### src/rtl/hazard_unit.sv
// -----------------------------------------------------------------------------
// hazard_unit
//
// Hazard detection and forwarding controller for a 5-stage (F/D/E/M/W)
// pipeline. It works on the Tuse/Tnew principle:
//   - Tuse is how many cycles the D-stage instruction has before it needs an
//     operand.
//   - Tnew is how many cycles an in-flight instruction has before its result
//     exists.
//
// The block keeps a small record {a1, a2, a3, tnew} for the instructions in
// E, M and W. From those records it derives:
//   - the D-stage stall / E-bubble controls;
//   - the operand forwarding selects for the D, E and M stages.
//
// An optional multiply/divide busy tracker holds back instructions that use
// HI/LO or the MD unit while a mult/div is still running.
//
// Optional feature macro: HAZARD_MD_EN
//   Defined  : the MD down-counter and the md_use stall are built.
//   Undefined: the md_* inputs are ignored and md_busy is tied low.
//
// Ports
//   clk, reset             clock, synchronous active-high reset
//   rs_d, rt_d             D-stage source register addresses
//   tuse_rs_d, tuse_rt_d   cycles until the operand is consumed
//                          (all-ones = operand not read)
//   a3_d, tnew_d           D-stage destination (0 = no write) and its Tnew
//   md_start_d, md_div_d   D instruction starts a mult (div=0) or div (div=1)
//   md_use_d               D instruction touches HI/LO or the MD unit
//   stall                  D stage held
//   en_pc, en_d            PC / D-register write enables (= !stall)
//   clr_e                  bubble into E (= stall)
//   fwd_rs_d, fwd_rt_d     D operand source: 0 regfile, 1 E, 2 M, 3 W
//   fwd_rs_e, fwd_rt_e     E operand source: 0 pipeline reg, 2 M, 3 W
//   fwd_rt_m               M store-data source: 0 pipeline reg, 3 W
//   md_busy                MD unit running
// -----------------------------------------------------------------------------
module hazard_unit #(
  parameter int REG_AW      = 5,
  parameter int TNEW_W      = 2,
  parameter int MULT_CYCLES = 5,
  parameter int DIV_CYCLES  = 10
) (
  input  logic              clk,
  input  logic              reset,
  input  logic [REG_AW-1:0] rs_d,
  input  logic [REG_AW-1:0] rt_d,
  input  logic [TNEW_W-1:0] tuse_rs_d,
  input  logic [TNEW_W-1:0] tuse_rt_d,
  input  logic [REG_AW-1:0] a3_d,
  input  logic [TNEW_W-1:0] tnew_d,
  input  logic              md_start_d,
  input  logic              md_div_d,
  input  logic              md_use_d,
  output logic              stall,
  output logic              en_pc,
  output logic              en_d,
  output logic              clr_e,
  output logic [1:0]        fwd_rs_d,
  output logic [1:0]        fwd_rt_d,
  output logic [1:0]        fwd_rs_e,
  output logic [1:0]        fwd_rt_e,
  output logic [1:0]        fwd_rt_m,
  output logic              md_busy
);

  typedef struct packed {
    logic [REG_AW-1:0] a1;
    logic [REG_AW-1:0] a2;
    logic [REG_AW-1:0] a3;
    logic [TNEW_W-1:0] tnew;
  } stage_rec_t;

  localparam logic [TNEW_W-1:0] TUSE_NONE = '1;

  stage_rec_t e_q, m_q, w_q;
  stage_rec_t e_d, m_d, w_d;
  logic       hz_stall;
  logic       md_stall;

  // Remaining Tnew after one more stage of travel, floored at zero.
  function automatic logic [TNEW_W-1:0] age_tnew(input logic [TNEW_W-1:0] t);
    return (t == '0) ? '0 : t - TNEW_W'(1);
  endfunction

  // An operand must wait if a producer in E or M will not have its result
  // ready by the time the operand is consumed. A producer in W always has
  // its result by now, so W is never checked.
  function automatic logic operand_stall(input logic [REG_AW-1:0] addr,
                                         input logic [TNEW_W-1:0] tuse,
                                         input stage_rec_t        e,
                                         input stage_rec_t        m);
    logic reads;
    reads = (tuse != TUSE_NONE) && (addr != '0);
    return reads && (((addr == e.a3) && (e.tnew > tuse)) ||
                     ((addr == m.a3) && (m.tnew > tuse)));
  endfunction

  // A stage can supply a value once its result exists; $0 never forwards.
  function automatic logic src_ready(input logic [REG_AW-1:0] addr,
                                     input stage_rec_t        s);
    return (addr != '0) && (s.a3 == addr) && (s.tnew == '0);
  endfunction

  always_comb begin
    hz_stall = operand_stall(rs_d, tuse_rs_d, e_q, m_q) |
               operand_stall(rt_d, tuse_rt_d, e_q, m_q);
  end

  always_comb begin
    stall = hz_stall | md_stall;
    en_pc = ~stall;
    en_d  = ~stall;
    clr_e = stall;
  end

  // Youngest eligible producer wins: E over M over W.
  always_comb begin
    fwd_rs_d = 2'd0;
    if      (src_ready(rs_d, e_q)) fwd_rs_d = 2'd1;
    else if (src_ready(rs_d, m_q)) fwd_rs_d = 2'd2;
    else if (src_ready(rs_d, w_q)) fwd_rs_d = 2'd3;

    fwd_rt_d = 2'd0;
    if      (src_ready(rt_d, e_q)) fwd_rt_d = 2'd1;
    else if (src_ready(rt_d, m_q)) fwd_rt_d = 2'd2;
    else if (src_ready(rt_d, w_q)) fwd_rt_d = 2'd3;

    fwd_rs_e = 2'd0;
    if      (src_ready(e_q.a1, m_q)) fwd_rs_e = 2'd2;
    else if (src_ready(e_q.a1, w_q)) fwd_rs_e = 2'd3;

    fwd_rt_e = 2'd0;
    if      (src_ready(e_q.a2, m_q)) fwd_rt_e = 2'd2;
    else if (src_ready(e_q.a2, w_q)) fwd_rt_e = 2'd3;

    fwd_rt_m = 2'd0;
    if (src_ready(m_q.a2, w_q)) fwd_rt_m = 2'd3;
  end

  // A held D instruction enters E as an all-zero bubble. M and W always
  // advance, so a stall only ever delays the D instruction itself.
  always_comb begin
    e_d = '0;
    if (!stall) begin
      e_d.a1   = rs_d;
      e_d.a2   = rt_d;
      e_d.a3   = a3_d;
      e_d.tnew = tnew_d;
    end
    m_d      = e_q;
    m_d.tnew = age_tnew(e_q.tnew);
    w_d      = m_q;
    w_d.tnew = age_tnew(m_q.tnew);
  end

  always_ff @(posedge clk) begin
    if (reset) begin
      e_q <= '0;
      m_q <= '0;
      w_q <= '0;
    end else begin
      e_q <= e_d;
      m_q <= m_d;
      w_q <= w_d;
    end
  end

  // W source addresses have no consumer past W.
  logic unused_rec;
  assign unused_rec = ^{w_q.a1, w_q.a2};

`ifdef HAZARD_MD_EN
  localparam logic [15:0] MULT_LOAD = 16'(MULT_CYCLES);
  localparam logic [15:0] DIV_LOAD  = 16'(DIV_CYCLES);

  logic        e_md_start_q;
  logic        e_md_div_q;
  logic [15:0] md_cnt_q;
  logic [15:0] md_cnt_d;

  always_comb begin
    if (e_md_start_q)            md_cnt_d = e_md_div_q ? DIV_LOAD : MULT_LOAD;
    else if (md_cnt_q != 16'd0)  md_cnt_d = md_cnt_q - 16'd1;
    else                         md_cnt_d = 16'd0;
  end

  // The unit counts as busy from the cycle the mult/div sits in E, before
  // the counter has been loaded.
  always_comb begin
    md_busy  = (md_cnt_q != 16'd0) | e_md_start_q;
    md_stall = md_use_d & md_busy;
  end

  always_ff @(posedge clk) begin
    if (reset) begin
      e_md_start_q <= 1'b0;
      e_md_div_q   <= 1'b0;
      md_cnt_q     <= 16'd0;
    end else begin
      e_md_start_q <= md_start_d & ~stall;
      e_md_div_q   <= md_div_d & ~stall;
      md_cnt_q     <= md_cnt_d;
    end
  end
`else
  always_comb begin
    md_busy  = 1'b0;
    md_stall = 1'b0;
  end

  logic unused_md;
  assign unused_md = ^{md_start_d, md_div_d, md_use_d,
                       32'(MULT_CYCLES), 32'(DIV_CYCLES)};
`endif

endmodule

### config.mk
export PLATFORM = sky130hd
export DESIGN_NAME = hazard_unit
export DESIGN_NICKNAME = d
export VERILOG_FILES = /design/src/rtl/hazard_unit.sv
export SDC_FILE = /design/constraint.sdc
export NUM_CORES = 1
export LEC_CHECK = 0
export CAP_MARGIN = 10
export CORE_UTILIZATION = 55
export CTS_BUF_LIST = sky130_fd_sc_hd__clkbuf_4 sky130_fd_sc_hd__clkbuf_8
export DETAILED_ROUTE_END_ITERATION = 10
export GPL_TIMING_DRIVEN = 0
export PLACE_DENSITY = 0.9
export SLEW_MARGIN = 20
export SYNTH_ARGS = -nofsm -noshare
export SYNTH_HDL_FRONTEND = slang
export SYNTH_SLANG_ARGS = --single-unit
### constraint.sdc
create_clock -name clk -period 3.47 [get_ports clk]
set_input_delay 0.694 -clock clk [delete_from_list [all_inputs] [get_ports clk]]
set_output_delay 0.694 -clock clk [all_outputs]
set_load 0.02 [all_outputs]
==> results_dict.tcl <==
set metrics [dict create \
    run_status "finished, final reports clean" \
    final-hold-violation-count 0 \
    adder_cell_area_share_of_the_yosys_netlist_pct 5.230 \
    final_nets 347 \
    buffer_ports.inserted 26 \
    clock_tree.htree_level_count 2 \
    setup.reg_to_reg.worst_slack_ns 1.31 \
    slowest_delay_ns 0.48 \
    reg2regPathDepth 10 \
    synth_cells 271 \
    number_of_buffers_inserted_during_clock_tree_synthesis 5 \
    clk-insertion-delay-late_ns 0.29 \
    synthSimpleGateAreaFrac_pct 29.86 \
    std_cell_rows 23 \
    routed-wl-met2_mm 3.022 \
    synth.avg_cell_area_sq_um 8.828 \
    detail-route-antenna-nets 0 \
    post_synth_instance_area_sq_um 2392 \
    grt_start_max_net_pins 12 \
    setup_repair_after_global_routing_missed_its_margin "false" \
    worst_hold_path.endpoint "m_q[0]" \
    power.density_nw_per_um2 371.9 \
    cp.required_ns 2.78 \
    cts.hold.buffers_added 0 \
    reg2reg_from "m_q[0]" \
    yosysTopAreaCellShare_pct 30.13 \
    cts.path.max_buffers 2 \
    tritoncts "built" \
    finalCoreUtilization_pct 70.76 \
    yosys-mux-area-fraction_pct 0 \
    yosys_warnings 0 \
    slew-limit-headroom_pct 65.25 \
    placeableCoreArea_sq_um 4086 \
    postSynth.asyncResetShare_pct 0 \
    layout-area-overhead-vs-synth_pct 20.87 \
    cp_num_cells 11 \
    critPathArrivalTime_ns 2.73 \
    avgRoutedWirePerCell_microns 16.22 \
    critical_path.startpoint "tuse_rt_d[1]" \
    hold-path-cell-count 1 \
    yosysSeqAreaShare_pct 30.13 \
    initial_antenna_violation_count 0 \
    worst-path-max-fanout 3 \
    synth.ff_latch_count 36 \
    clk_pin_slew_ns 0.07 \
    netlist.top_cell.by_area "sky130_fd_sc_hd__dfxtp_1" \
    cell_at_the_slowest_stage_of_the_critical_path "sky130_fd_sc_hd__a222oi_1" \
    diodes 0 \
    end_kind "primary output" \
    final_min_period_over_clock_period_pct 98.59 \
    cpMostUsedCell "sky130_fd_sc_hd__buf_4" \
    yosys-top-cells-count "36 x sky130_fd_sc_hd__dfxtp_1, 25 x sky130_fd_sc_hd__xor2_1, 23 x sky130_fd_sc_hd__xnor2_1" \
    clock_skew_ns 0.003744 \
    number_of_flops_mapped_to_enable_cells_by_yosys 0 \
    grt_first_pass_wirelength_mm 9.446 \
    syn-num-nets 307 \
    drtPass1Iterations 4 \
    starting_density_pct 58.54 \
    worst-slew-pin-transition_ns 0.5213 \
    synth_top_family_by_area "simple AND/OR/NAND/NOR gates" \
    first_global_vias 2033 \
    dp_hpwl_mm 4.099 \
    drive_above_1_share_pct 21.47 \
    detailroute.wirelength.met3_microns 344 \
    fp.dieArea_sq_um 4617 \
    critical_path.n_buffers_inverters 6 \
    grt_util_all_layers_pct 27.93 \
    cp-start-kind "input port" \
    post_synth_xor_area_fraction_pct 17.57 \
    cts_num_sinks 36 \
    final_worst_hold_slack_ns 0.4281 \
    hold_path.class "reg -> reg" \
    multi_input_comb_area_sq_um 1426 \
    synth_compound_gate_area_share_pct 6.276 \
    grt.overflow.total 0 \
    drv_slew 0 \
    yosysUniqueCellTypes 42 \
    holdCritStartpoint "e_q[0]" \
    vdd_ir_drop_max_uv 272.6 \
    placed_cell_area_sq_um 2715 \
    path_delay_family "buffers and inverters" \
    fill_cells 302 \
    setup_viol 0 \
    via_count 2059 \
    synth_area_leaders "sky130_fd_sc_hd__dfxtp_1 30%, sky130_fd_sc_hd__xor2_1 9.2%, sky130_fd_sc_hd__xnor2_1 8.4%" \
    final_period_minus_worst_setup_slack_ns 3.421 \
    numPlacedInstances 347 \
    wirelength_met1_mm 2.343 \
    final.setup.worst_slack_ns 0.04906 \
    final-seq-area_sq_um 720.7 \
    timing.setup.critical_path_class "in -> out" \
    synth-main-ff-cell "sky130_fd_sc_hd__dfxtp_1" \
    fin_area_sq_um 2892 \
    fmax_ghz 0.2923 \
    count_leader_synth "sky130_fd_sc_hd__dfxtp_1" \
    top_layer_used "met4" \
    final-instance-count-excl-fill 362 \
    p_leak_nw 1.292 \
    drv_cap 0 \
    r2r-end "e_q[12]" \
    drtIter0Drc 151 \
    dp_slack_ns -0.8383 \
    path_cells "clkdlybuf4s15_1 -> inv_2 -> ha_4 -> nand2b_1 -> a222oi_1 -> nand4_2 -> buf_6 -> buf_4 -> or3b_1 -> buf_4 -> buf_4" \
    gpl.final_weighted_congestion 0.9579 \
    floorplan.io_pins 41 \
    postRouteWirelength_mm 5.872 \
    die_width_microns 67.95 \
    post_route_drc_violation_count 0 \
    clk_root_buffer_cell "sky130_fd_sc_hd__clkbuf_8" \
    vias_per_cell 5.688 \
    die_height_microns 67.95 \
]
worst max path at each step:
stage | to | slack, ns
after CTS | stall | 0.03
after detailed placement | en_pc | -0.84
after global placement | en_pc | -0.77
final | stall | 0.05
after floorplan | stall | 0.48
after global routing | stall | 0.007
placed cells by master, fill, tap and decap left out, drive strengths merged, types with 2 or more instances in the layout:
cell type	n
nor2b	15
a221oi	3
buf	35
dfxtp	36
nand4	5
nand2	8
a21o	3
nand2b	2
nand3b	17
ha	10
nand3	7
nor2	10
and4	2
dlygate4sd2	3
a21oi	6
and2	2
clkbuf	11
clkdlybuf4s50	19
nor4	7
or4	3
clkdlybuf4s15	2
xnor2	23
nor3	28
inv	16
xor2	25
registers in the layout, indices dropped and copies added, names as in the netlist:
name / cells
w_q: 7
e_q: 17
m_q: 12
stage by stage:
| stage | setup TNS, ns | total power (W) |
|---|---|---|
| finish | 0 | 0.001076 |
| global route | 0 | 0.001114 |
| CTS | 0 | 0.001068 |
| detailed placement | -2.859 | 0.0007045 |
| global placement | -2.582 | 0.0006955 |
| floorplan | 0 | 0.0006291 |
worst reg2reg max path, delay by kind of cell (launching register included):
kind                       cells  cell delay [ns]
buffers and inverters          4             0.52
adders and majority gates      1             0.18
DFF                            1             0.34
and+or+nand+nor                4             0.52
AOI/OAI and AO/OA              1             0.48
cells by family after synthesis:
family | after synthesis
simple gates | 109
xor+xnor | 48
buf+inv | 47
flops | 36
compound gates | 20
fa+ha+maj | 10
other cells | 1
per-layer routing:
layer	vias to the layer above	GRT usage [%]
li1	986	-
met1	974	32.59
met2	84	48.53
met3	15	4.333
met4	0	14.84
met5	-	0
where the power goes:
part | internal [W] | switching (W) | leakage (nW)
combinational | 0.000119 | 0.000128 | 0.937
clock | 0.000221 | 0.000151 | 0.0586
sequential | 0.000435 | 0.0000211 | 0.297
total | 0.000776 | 0.000300 | 1.29
area by class of cell:
| class | instances | share of cell area (%) |
|---|---|---|
| Timing Repair Buffer | 33 | 10.60 |
| Inverter | 16 | 2.077 |
| Clock buffer | 6 | 2.640 |
| Sequential cell | 36 | 24.92 |
| Tap cell | 50 | 2.164 |
| Multi-Input combinational cell | 188 | 49.33 |
| Buffer | 31 | 7.053 |
| Clock inverter | 2 | 1.212 |
repair_timing:
| item | in CTS | in global routing |
|---|---|---|
| cloned | 0 | 0 |
| pin swaps | 3 | 2 |
| gates resized for setup | 21 | 2 |
| buffers inserted | 7 | 0 |
| endpoints found under the setup margin | 4 | 4 |
| hold endpoints to repair | 0 | 0 |
No activity file was read; power rests on OpenSTA's default activity.
